===== src/rtl/delta_pkg.sv =====
// Shared types and slot helpers for the delta decompressor.
// Slot 0 is the MSB slot; the INV pattern (sign bit only) marks an empty slot.
package delta_pkg;

    localparam int MAXW = 64;
    typedef logic [MAXW-1:0] word_t;

    typedef enum logic [2:0] {
        ST_IDLE,
        ST_SEED,
        ST_FETCH,
        ST_EXPAND,
        ST_RAW
    } state_e;

    function automatic int precision(input int dw, input int ds);
        return dw / ds;
    endfunction

    function automatic word_t inv_pat(input int prec);
        return word_t'(1) << (prec - 1);
    endfunction

    function automatic word_t nodata(input int dw, input int prec);
        word_t r = '0;
        for (int s = 0; s < dw / prec; s++) r |= inv_pat(prec) << (s * prec);
        return r;
    endfunction

    function automatic word_t slot_field(input word_t word, input int s, input int dw, input int prec);
        return (word >> (dw - (s + 1) * prec)) & ((word_t'(1) << prec) - word_t'(1));
    endfunction

    // The INV pattern is exactly the slot's sign bit, so it doubles as the extension test.
    function automatic word_t slot_sext(input word_t word, input int s, input int dw, input int prec);
        word_t m = (word_t'(1) << prec) - word_t'(1);
        word_t f = slot_field(word, s, dw, prec);
        return ((f & inv_pat(prec)) != '0) ? (f | ~m) : f;
    endfunction

endpackage


===== src/rtl/delta_slot_unpack.sv =====
// Valid-slot count from lane 0 of an entry; with DELTA_DECOMP_CHECK_EN it also
// flags non-prefix slots or lanes whose INV layout disagrees with lane 0.
module delta_slot_unpack
    import delta_pkg::*;
#(
    parameter int N           = 8,
    parameter int DATA_WIDTH  = 32,
    parameter int DELTA_SLOTS = 4,
    parameter int KW          = $clog2(DELTA_SLOTS + 1)
) (
    input  logic [N-1:0][DATA_WIDTH-1:0] entry_i,
    output logic [KW-1:0]                k_o,
    output logic                         err_o
);

    localparam int    PREC = precision(DATA_WIDTH, DELTA_SLOTS);
    localparam word_t INV  = inv_pat(PREC);

    logic [DELTA_SLOTS-1:0] inv0;
    logic                   stop;
    int                     cnt;

    always_comb begin
        cnt  = 0;
        stop = 1'b0;
        for (int s = 0; s < DELTA_SLOTS; s++) begin
            inv0[s] = (slot_field(word_t'(entry_i[0]), s, DATA_WIDTH, PREC) == INV);
            if (inv0[s]) stop = 1'b1;
            else if (!stop) cnt++;
        end
    end

`ifdef DELTA_DECOMP_CHECK_EN
    logic bad;

    always_comb begin
        bad = 1'b0;
        for (int s = 0; s < DELTA_SLOTS; s++)
            if (s >= cnt && !inv0[s]) bad = 1'b1;
        for (int l = 0; l < N; l++)
            for (int s = 0; s < DELTA_SLOTS; s++)
                if ((slot_field(word_t'(entry_i[l]), s, DATA_WIDTH, PREC) == INV) != inv0[s]) bad = 1'b1;
    end

    assign err_o = bad;
    assign k_o   = bad ? '0 : KW'(cnt);
`else
    logic unused_lanes;
    assign unused_lanes = ^entry_i;
    assign err_o        = 1'b0;
    assign k_o          = KW'(cnt);
`endif

endmodule


===== src/rtl/delta_decompressor.sv =====
// Walks trace-buffer entries newest-to-oldest, re-expanding delta slots into full vectors.
// Optional malformed-entry checking is enabled by defining DELTA_DECOMP_CHECK_EN.
module delta_decompressor
    import delta_pkg::*;
#(
    parameter int N           = 8,
    parameter int DATA_WIDTH  = 32,
    parameter int DELTA_SLOTS = 4,
    parameter int COMPRESSED  = 0
) (
    input  logic                         clk,
    input  logic                         reset_n,
    input  logic                         start,
    input  logic [N-1:0][DATA_WIDTH-1:0] seed_in,
    input  logic                         entry_valid_in,
    output logic                         entry_ready_out,
    input  logic [N-1:0][DATA_WIDTH-1:0] entry_in,
    input  logic                         compression_flag_in,
    output logic                         valid_out,
    input  logic                         ready_in,
    output logic [N-1:0][DATA_WIDTH-1:0] vector_out,
    output logic                         busy_out,
    output logic                         error_out
);

    localparam int PREC = precision(DATA_WIDTH, DELTA_SLOTS);
    localparam int KW   = $clog2(DELTA_SLOTS + 1);
    localparam int SW   = (DELTA_SLOTS > 1) ? $clog2(DELTA_SLOTS) : 1;

    state_e                        state_q;
    logic [N-1:0][DATA_WIDTH-1:0]  vec_q, run_q, ent_q, step_vec;
    logic [SW-1:0]                 slot_q, step_slot;
    logic                          valid_q, ready_q, err_q;
    logic [KW-1:0]                 k_w;
    logic                          unp_err, in_fetch, comp, hs, accept;

    delta_slot_unpack #(
        .N(N), .DATA_WIDTH(DATA_WIDTH), .DELTA_SLOTS(DELTA_SLOTS), .KW(KW)
    ) u_unpack (
        .entry_i(entry_in),
        .k_o    (k_w),
        .err_o  (unp_err)
    );

    assign in_fetch  = (state_q == ST_FETCH);
    assign comp      = (compression_flag_in == 1'(COMPRESSED));
    assign hs        = valid_q & ready_in;
    assign accept    = ready_q & entry_valid_in;
    // On accept the first step works from the incoming entry; afterwards from the latched one.
    assign step_slot = in_fetch ? SW'(k_w - KW'(1)) : slot_q - SW'(1);

    for (genvar l = 0; l < N; l++) begin : g_lane
        assign step_vec[l] = (in_fetch ? run_q[l] : vec_q[l])
            + DATA_WIDTH'(slot_sext(word_t'(in_fetch ? entry_in[l] : ent_q[l]),
                                    int'(step_slot), DATA_WIDTH, PREC));
    end

    always_ff @(posedge clk or negedge reset_n) begin
        if (!reset_n) begin
            state_q <= ST_IDLE;
            vec_q   <= '0;
            run_q   <= '0;
            ent_q   <= '0;
            slot_q  <= '0;
            valid_q <= 1'b0;
            ready_q <= 1'b0;
            err_q   <= 1'b0;
        end else if (start) begin
            state_q <= ST_SEED;
            vec_q   <= seed_in;
            valid_q <= 1'b1;
            ready_q <= 1'b0;
            err_q   <= 1'b0;
        end else begin
            case (state_q)
                ST_SEED, ST_RAW: if (hs) begin
                    run_q   <= vec_q;
                    state_q <= ST_FETCH;
                    valid_q <= 1'b0;
                    ready_q <= 1'b1;
                end
                ST_FETCH: if (accept) begin
                    if (!comp) begin
                        vec_q   <= entry_in;
                        valid_q <= 1'b1;
                        ready_q <= 1'b0;
                        state_q <= ST_RAW;
                    end else begin
                        if (unp_err) err_q <= 1'b1;
                        if (k_w != '0) begin
                            ent_q   <= entry_in;
                            slot_q  <= step_slot;
                            vec_q   <= step_vec;
                            valid_q <= 1'b1;
                            ready_q <= 1'b0;
                            state_q <= ST_EXPAND;
                        end
                    end
                end
                ST_EXPAND: if (hs) begin
                    run_q <= vec_q;
                    if (slot_q == '0) begin
                        state_q <= ST_FETCH;
                        valid_q <= 1'b0;
                        ready_q <= 1'b1;
                    end else begin
                        slot_q <= step_slot;
                        vec_q  <= step_vec;
                    end
                end
                default: ;
            endcase
        end
    end

    assign entry_ready_out = ready_q;
    assign valid_out       = valid_q;
    assign vector_out      = vec_q;
    assign busy_out        = (state_q != ST_IDLE);
    assign error_out       = err_q;

endmodule


===== config.mk =====
export PLATFORM = sky130hd
export DESIGN_NAME = delta_decompressor
export DESIGN_NICKNAME = d
export VERILOG_FILES = /design/src/rtl/delta_pkg.sv /design/src/rtl/delta_slot_unpack.sv /design/src/rtl/delta_decompressor.sv
export SDC_FILE = /design/constraint.sdc
export NUM_CORES = 2
export LEC_CHECK = 0
export BUFFER_PORTS_ARGS = -buffer_cell sky130_fd_sc_hd__buf_2
export CAP_MARGIN = 20
export CELL_PAD_IN_SITES_DETAIL_PLACEMENT = 0
export CELL_PAD_IN_SITES_GLOBAL_PLACEMENT = 1
export CORE_MARGIN = 2
export CORE_UTILIZATION = 44
export CTS_CLUSTER_DIAMETER = 200
export DETAILED_ROUTE_END_ITERATION = 8
export PLACE_DENSITY = 0.91
export SYNTH_ARGS = -nofsm -noshare
export SYNTH_HDL_FRONTEND = slang
export SYNTH_SLANG_ARGS = --single-unit

===== constraint.sdc =====
create_clock -name clk -period 6 [get_ports clk]
set_clock_uncertainty 0.2 [all_clocks]
set_input_delay 0.6 -clock clk [delete_from_list [all_inputs] [get_ports clk]]
set_output_delay 0.6 -clock clk [all_outputs]
set_load 0.02 [all_outputs]

Yosys cells after proc, flatten, opt, wreduce, memory -nomap -nowiden
Cells that the tools add are included.
Storage, ports and cells
  bits of input ports: 518
  memories: 0
  register bits after elaboration: 775
  ROM bits: 0
  bits in latches: 0
  memory bits (writable): 0
Operators by class
  $lt $le $gt $ge: 0
  $add $sub $neg: 15
  div/mod/pow operators: 0
  eq/ne operators: 19
  multiply operators: 0
  muxes and demuxes: 72
  reductions and logical operators: 13
  shift operators: 8
  bitwise operators: 4
Operators with widths (number)
  256-bit 2-to-1 mux: 6
  32-bit 2-to-1 mux: 24
  256-bit case mux with 2 select lines: 1
  32-bit adder: 8
  32-bit by 32-bit right shift with 8-bit output: 8
  3-bit 2-to-1 mux: 13
  8-bit == test, second input constant: 4
  1-bit 2-to-1 mux: 18
  2-bit 2-to-1 mux: 6
  3-bit != test, second input constant: 4
  5-bit AND reduction: 2
  3-bit case mux with 3 select lines: 1
  3-bit nonzero test: 3
  7-bit AND reduction: 1
  6-bit by 6-bit subtractor with 7-bit output, first input constant: 1
  3-bit by 2-bit adder with 3-bit output, second input constant: 2
  3-bit by 2-bit == test with 1-bit output, second input constant: 2
  2-bit != test, second input constant: 3
  1-bit case mux with 3 select lines: 2
  6-bit AND reduction: 1
  2-bit by 1-bit != test with 1-bit output, second input constant: 2
  4-bit by 3-bit != test with 1-bit output, second input constant: 1
  2-bit case mux with 2 select lines: 1
  4-bit nonzero test: 1
  other kinds (13): 16

Depth between registers and ports, before layout
  depth after elaboration: 23
  depth in mapped cells: 23

Hierarchy
A second synthesis with hierarchy kept.
Unflattened totals
  cell total of the unflattened synthesis: 6047
  area total of the unflattened synthesis: 51987.4 µm²
By module, submodules not included
  delta_decompressor: cells an instance 6025, times used 1, area an instance 51841.0 µm²
  delta_slot_unpack: cells an instance 22, times used 1, area an instance 146.4 µm²

Least setup slack after synthesis
OpenSTA, ideal clock, no wires.
  path type: input port to flip-flop
  from: in entry_in[1] in the netlist's numbering
  to: reg vec_q, in the netlist vector_out[20]
  arrival time: 5412 ps
  path buffers: 3
  slack: 263 ps
  required time: 5675 ps
  stages: 23
  path through: or4_4 > a211oi_2 > o211ai_2 > and2_4 > buf_2 > buf_4 > buf_4 > mux2i_1 > a21oi_1 > o211ai_1 > o21ai_0 > ha_1 > fa_1 > a21o_1 > a21oi_1 > o21bai_1 > a2111o_1 > a311oi_2 > a21boi_0 > o21a_1 > o41ai_1 > or4b_2 > nand3_1
On the way
  word-level cells in the longest chain between the ends: 14
  elaborated cells between the ends (all ways): 20
RTL lines
  from (decl): line delta_decompressor.sv:17  | input logic [N-1:0][DATA_WIDTH-1:0] entry_in,
  8-bit == test: line delta_slot_unpack.sv:27  | inv0[s] = (slot_field(word_t'(entry_i[0]), s, DATA_WIDTH, PREC) == INV);
  3-bit 2-to-1 mux: line delta_slot_unpack.sv:28  | if (inv0[s]) stop = 1'b1;
  2-bit by 1-bit subtractor with 2-bit output: line delta_decompressor.sv:50  | assign step_slot = in_fetch ? SW'(k_w - KW'(1)) : slot_q - SW'(1);
  2-bit 2-to-1 mux: line delta_decompressor.sv:50
  2-bit by 1-bit adder with 3-bit output: line delta_pkg.sv:31  | return (word >> (dw - (s + 1) * prec)) & ((word_t'(1) << prec) - word_t'(1));
  6-bit by 6-bit subtractor with 7-bit output: line delta_pkg.sv:31
  32-bit by 32-bit right shift with 8-bit output: line delta_pkg.sv:31
  32-bit 2-to-1 mux: line delta_pkg.sv:38  | return ((f & inv_pat(prec)) != '0) ? (f | ~m) : f;
  32-bit adder: line delta_decompressor.sv:54  | + DATA_WIDTH'(slot_sext(word_t'(in_fetch ? entry_in[l] : ent_q[l]),
  256-bit 2-to-1 mux: line delta_decompressor.sv:90  | if (k_w != '0) begin
  256-bit 2-to-1 mux: line delta_decompressor.sv:83  | if (!comp) begin
  256-bit 2-to-1 mux: line delta_decompressor.sv:82  | ST_FETCH: if (accept) begin
  256-bit case mux with 2 select lines: line delta_decompressor.sv:75  | case (state_q)
  256-bit 2-to-1 mux: line delta_decompressor.sv:68  | end else if (start) begin
  to (signal assigned): line delta_decompressor.sv:70  | vec_q <= seed_in;
  to (signal assigned): line delta_decompressor.sv:84  | vec_q <= entry_in;
  to (signal assigned): line delta_decompressor.sv:93  | vec_q <= step_vec;
  to (decl): line delta_decompressor.sv:31  | logic [N-1:0][DATA_WIDTH-1:0] vec_q, run_q, ent_q, step_vec;
Several ways; a longest one is shown, not always the timed one. The select of a mux whose other input is x is not followed.
A chain may end at the register's enable or synchronous reset.

Final worst setup path
  from: in entry_in[30] in the netlist's numbering
  to: reg vec_q, in the netlist vector_out[152]
On the way
  word-level cells in the longest chain between the ends: 23
  elaborated cells between the ends (all ways): 31
RTL lines
  8-bit == test (*): line delta_slot_unpack.sv:27
  1-bit 2-to-1 mux: line delta_slot_unpack.sv:28
  1-bit by 1-bit adder with 2-bit output: line delta_slot_unpack.sv:29  | else if (!stop) cnt++;
  3-bit 2-to-1 mux: line delta_slot_unpack.sv:29
  3-bit 2-to-1 mux: line delta_slot_unpack.sv:28
  3-bit by 2-bit adder with 3-bit output: line delta_slot_unpack.sv:29
  3-bit 2-to-1 mux: line delta_slot_unpack.sv:29
  3-bit 2-to-1 mux: line delta_slot_unpack.sv:28
  (+7 left out)
  32-bit by 32-bit right shift with 8-bit output: line delta_pkg.sv:31
  32-bit 2-to-1 mux: line delta_pkg.sv:38
  32-bit adder: line delta_decompressor.sv:54
  256-bit 2-to-1 mux: line delta_decompressor.sv:90
  256-bit 2-to-1 mux: line delta_decompressor.sv:83
  256-bit 2-to-1 mux: line delta_decompressor.sv:82
  256-bit case mux with 2 select lines: line delta_decompressor.sv:75
  256-bit 2-to-1 mux: line delta_decompressor.sv:68
Mark *: on every way between the ends. The rest lies on a longest branch, timed or not. The select of a mux whose other input is x is not followed.

==> flow_metrics.env <==
export IMPL_cp_data_arrival_time_ns=6.00
export IMPL_grt_pass1_wl_mm=317.9
export IMPL_dpl_hpwl_mm=154.5
export IMPL_coreArea_sq_um=119500
export IMPL_routedWlPerCell_um=24.46
export IMPL_yosys_most_used_dff="dfrtp_1"
export IMPL_cts_root_buf="clkbuf_16"
export IMPL_final_cell_mix="nand2_1, dfrtp_1, buf_2"
export IMPL_final_common_cell="nand2_1"
export IMPL_vias_per_cell=5.977
export IMPL_hold_path_startpoint="seed_in[113]"
export IMPL_setup_slack_ns=0.3153
export IMPL_drv_slew=0
export IMPL_synth_seq_area_share=0.3667
export IMPL_post_synth_num_cell_types=109
export IMPL_h_tree_depth=3
export IMPL_rows=127
export IMPL_syn_num_nets=6908
export IMPL_die_height_um=350.7
export IMPL_vias=52874
export IMPL_gr_usage_all_layers=0.3409
export IMPL_hold_viol=0
export IMPL_overflow=0
export IMPL_cts_tree="built"
export IMPL_drv_cap=0
export IMPL_netlist_area_sq_um=52880
export IMPL_path_class="in2reg"
export IMPL_slew_headroom=0.2247
export IMPL_numClockSinks=775
export IMPL_fill_cells=11069
export IMPL_start_util=0.4425
export IMPL_worstSetupStartpoint="entry_in[30]"
export IMPL_cts_buffers=94
export IMPL_setup_viol=0
export IMPL_placed_cell_area_sq_um=59960
export IMPL_clkTransAtPathRegs_ns=0.06
export IMPL_nets=7899
export IMPL_place_inst=8431
export IMPL_ios=778
export IMPL_fin_crit_sh=0.9475
export IMPL_cp_max_fo=11
export IMPL_worstPathRequired_ns=6.32
export IMPL_gp_congestion=0.9555
export IMPL_antenna_found_initial=47
export IMPL_dr_first_iter_drc_count=5555
export IMPL_dieArea_sq_um=123000
export IMPL_hold_path_class="in2reg"
export IMPL_syn_area_per_cell_sq_um=8.621
export IMPL_clock_fmax_mhz=175.9
export IMPL_synth_edff_count=0
export IMPL_pre_cts_ws_ns=-0.09181
export IMPL_post_route_util=0.5480
export IMPL_worst_pin_slew_ns=1.163
export IMPL_outcome="completed"
export IMPL_crit_path_start_kind="primary input"
export IMPL_period_minus_slack_ns=5.685
export IMPL_dr_pass1_iters=7
export IMPL_routed_wl_mm=216.4
export IMPL_ys_seq_elements=775
export IMPL_clk_latency_ns=0.69
export IMPL_crit_path_end_kind="register"
export IMPL_synthCells=6134
export IMPL_area_growth_pct=23.83
export IMPL_drive_gt1_frac=0.2559
export IMPL_grt_start_max_net_pins=167
export IMPL_die_w_um=350.7
export IMPL_finalInstanceArea_sq_um=65480
export IMPL_grt_pass1_vias=50140
export IMPL_ant_nets=0
export IMPL_async_reset_ff_frac=1.000
export IMPL_clockBufferDepth=3
export IMPL_port_buffers=776
export IMPL_r2r_start="state_q[0]"
export IMPL_ys_warn_count=0
export IMPL_drc=0
export IMPL_final_cell_count_no_fill=8846
final timing paths:
kind | slack, ns | endpoint | cells after the start
worst max-delay path | 0.32 | vector_out[152] | 24
worst min-delay path | 0.03 | vector_out[113] | 3
worst max register to register | 0.41 | vector_out[152] | 19
worst min register to register | 0.30 | ent_q[227] | 1
max in group asynchronous | 3.74 | ent_q[234] | 3
min in group asynchronous | 0.32 | run_q[115] | 2
cells by family (layout without fill, tap and decap cells):
group | after synthesis | after routing | share of synthesized area
DFF | 775 | 775 | 0.3667
muxes | 630 | 630 | 0.1324
AOI/OAI and AO/OA | 1744 | 1744 | 0.2063
other | 1 | 33 | 0.00007091
adders and majority gates | 256 | 256 | 0.06171
buffers and inverters | 453 | 1521 | 0.03391
and+or+nand+nor | 2105 | 2105 | 0.1706
xor gates and xnor gates | 170 | 170 | 0.02830
stage by stage:
step                      hold slack (ns)  setup TNS, ns
after floorplan                    0.1044              0
after global placement             0.2804        -0.4005
after detailed placement           0.2872        -0.3504
after CTS                      0.00004829              0
after global routing              0.02146      -0.005515
final                             0.03426              0
worst max-delay path: stages:
cell and delay (ns):
dlygate4sd3_1 0.63, buf_2 0.20, nor4b_4 0.32, nand2_2 0.17, o211ai_2 0.11, and2_4 0.23, buf_6 0.21, buf_4 0.22
mux2i_1 0.21, a21oi_1 0.11, o211ai_1 0.19, o21ai_0 0.10, buf_4 0.15, fa_1 0.40, a211oi_1 0.31, o211ai_1 0.17
and3_1 0.18, nor2_1 0.17, a31oi_2 0.20, a211o_1 0.33, a21o_1 0.23, a21oi_1 0.23, mux2i_1 0.21, a21oi_1 0.09
state kept, by name, indices dropped and copies added (netlist names):
name and cells:
ent_q 256, run_q 256, vector_out 256, state_q 3, slot_q 2, entry_ready_out 1, valid_out 1
per-layer routing:
layer / vias up / wire (um) / track usage
met3: 598 / 18800 / 0.07120
met1: 25726 / 90930 / 0.4633
met4: 28 / 13760 / 0.1924
met2: 2464 / 92680 / 0.5038
li1: 24058 / - / -
met5: - / 182 / 0
Yosys cell counts, types with 13 or more instances:
cell type  number  share of area
a211o_1        15         0.0025
a211oi_1      121          0.017
a21o_1        107          0.015
a21oi_1       553          0.052
a221oi_1       13         0.0022
a222oi_1       17         0.0032
a22oi_1        20         0.0028
a31oi_1        37         0.0044
and2_1         19         0.0022
and3_1         38         0.0045
buf_1          29         0.0021
buf_2          41         0.0039
clkbuf_1      313          0.022
dfrtp_1       775           0.37
ha_1          248          0.059
inv_1          61         0.0043
mux2_2        521           0.11
mux2i_1       105          0.020
nand2_1      1342          0.095
nand2b_1       32         0.0038
nand3_1       120          0.011
nand4_1        18         0.0021
nor2_1        273          0.019
nor2b_1        83         0.0098
nor3_1         88         0.0083
o211ai_1      128          0.018
o21a_1         45         0.0064
o21ai_0       418          0.040
o21bai_1       33         0.0047
o22ai_1        67         0.0079
o311ai_0       19         0.0031
o31ai_1        20         0.0028
or3_1          22         0.0026
xnor2_1        99          0.016
xor2_1         70          0.012
cell type report:
type | instances | area (sq um) | area share
Multi-Input combinational cell | 4906 | 31850 | 0.4863
Clock buffer | 137 | 2749 | 0.04198
Clock inverter | 36 | 543.0 | 0.008292
Inverter | 62 | 240.2 | 0.003669
Sequential cell | 775 | 19400 | 0.2962
Tap cell | 1612 | 2017 | 0.03080
Timing Repair Buffer | 1286 | 8610 | 0.1315
Antenna cell | 32 | 80.08 | 0.001223
repair_timing:
| action | 4_1_cts | 5_1_grt |
|---|---|---|
| endpoints found under the hold margin | 270 | 0 |
| setup endpoints to repair | 0 | 69 |
| gates resized for setup | 0 | 13 |
| setup buffers | 0 | 6 |
| hold buffers | 204 | 0 |
Power is left out: the tool's default activity adds up to more than one toggle a clock period on the data nets, which glitch-free logic cannot reach.
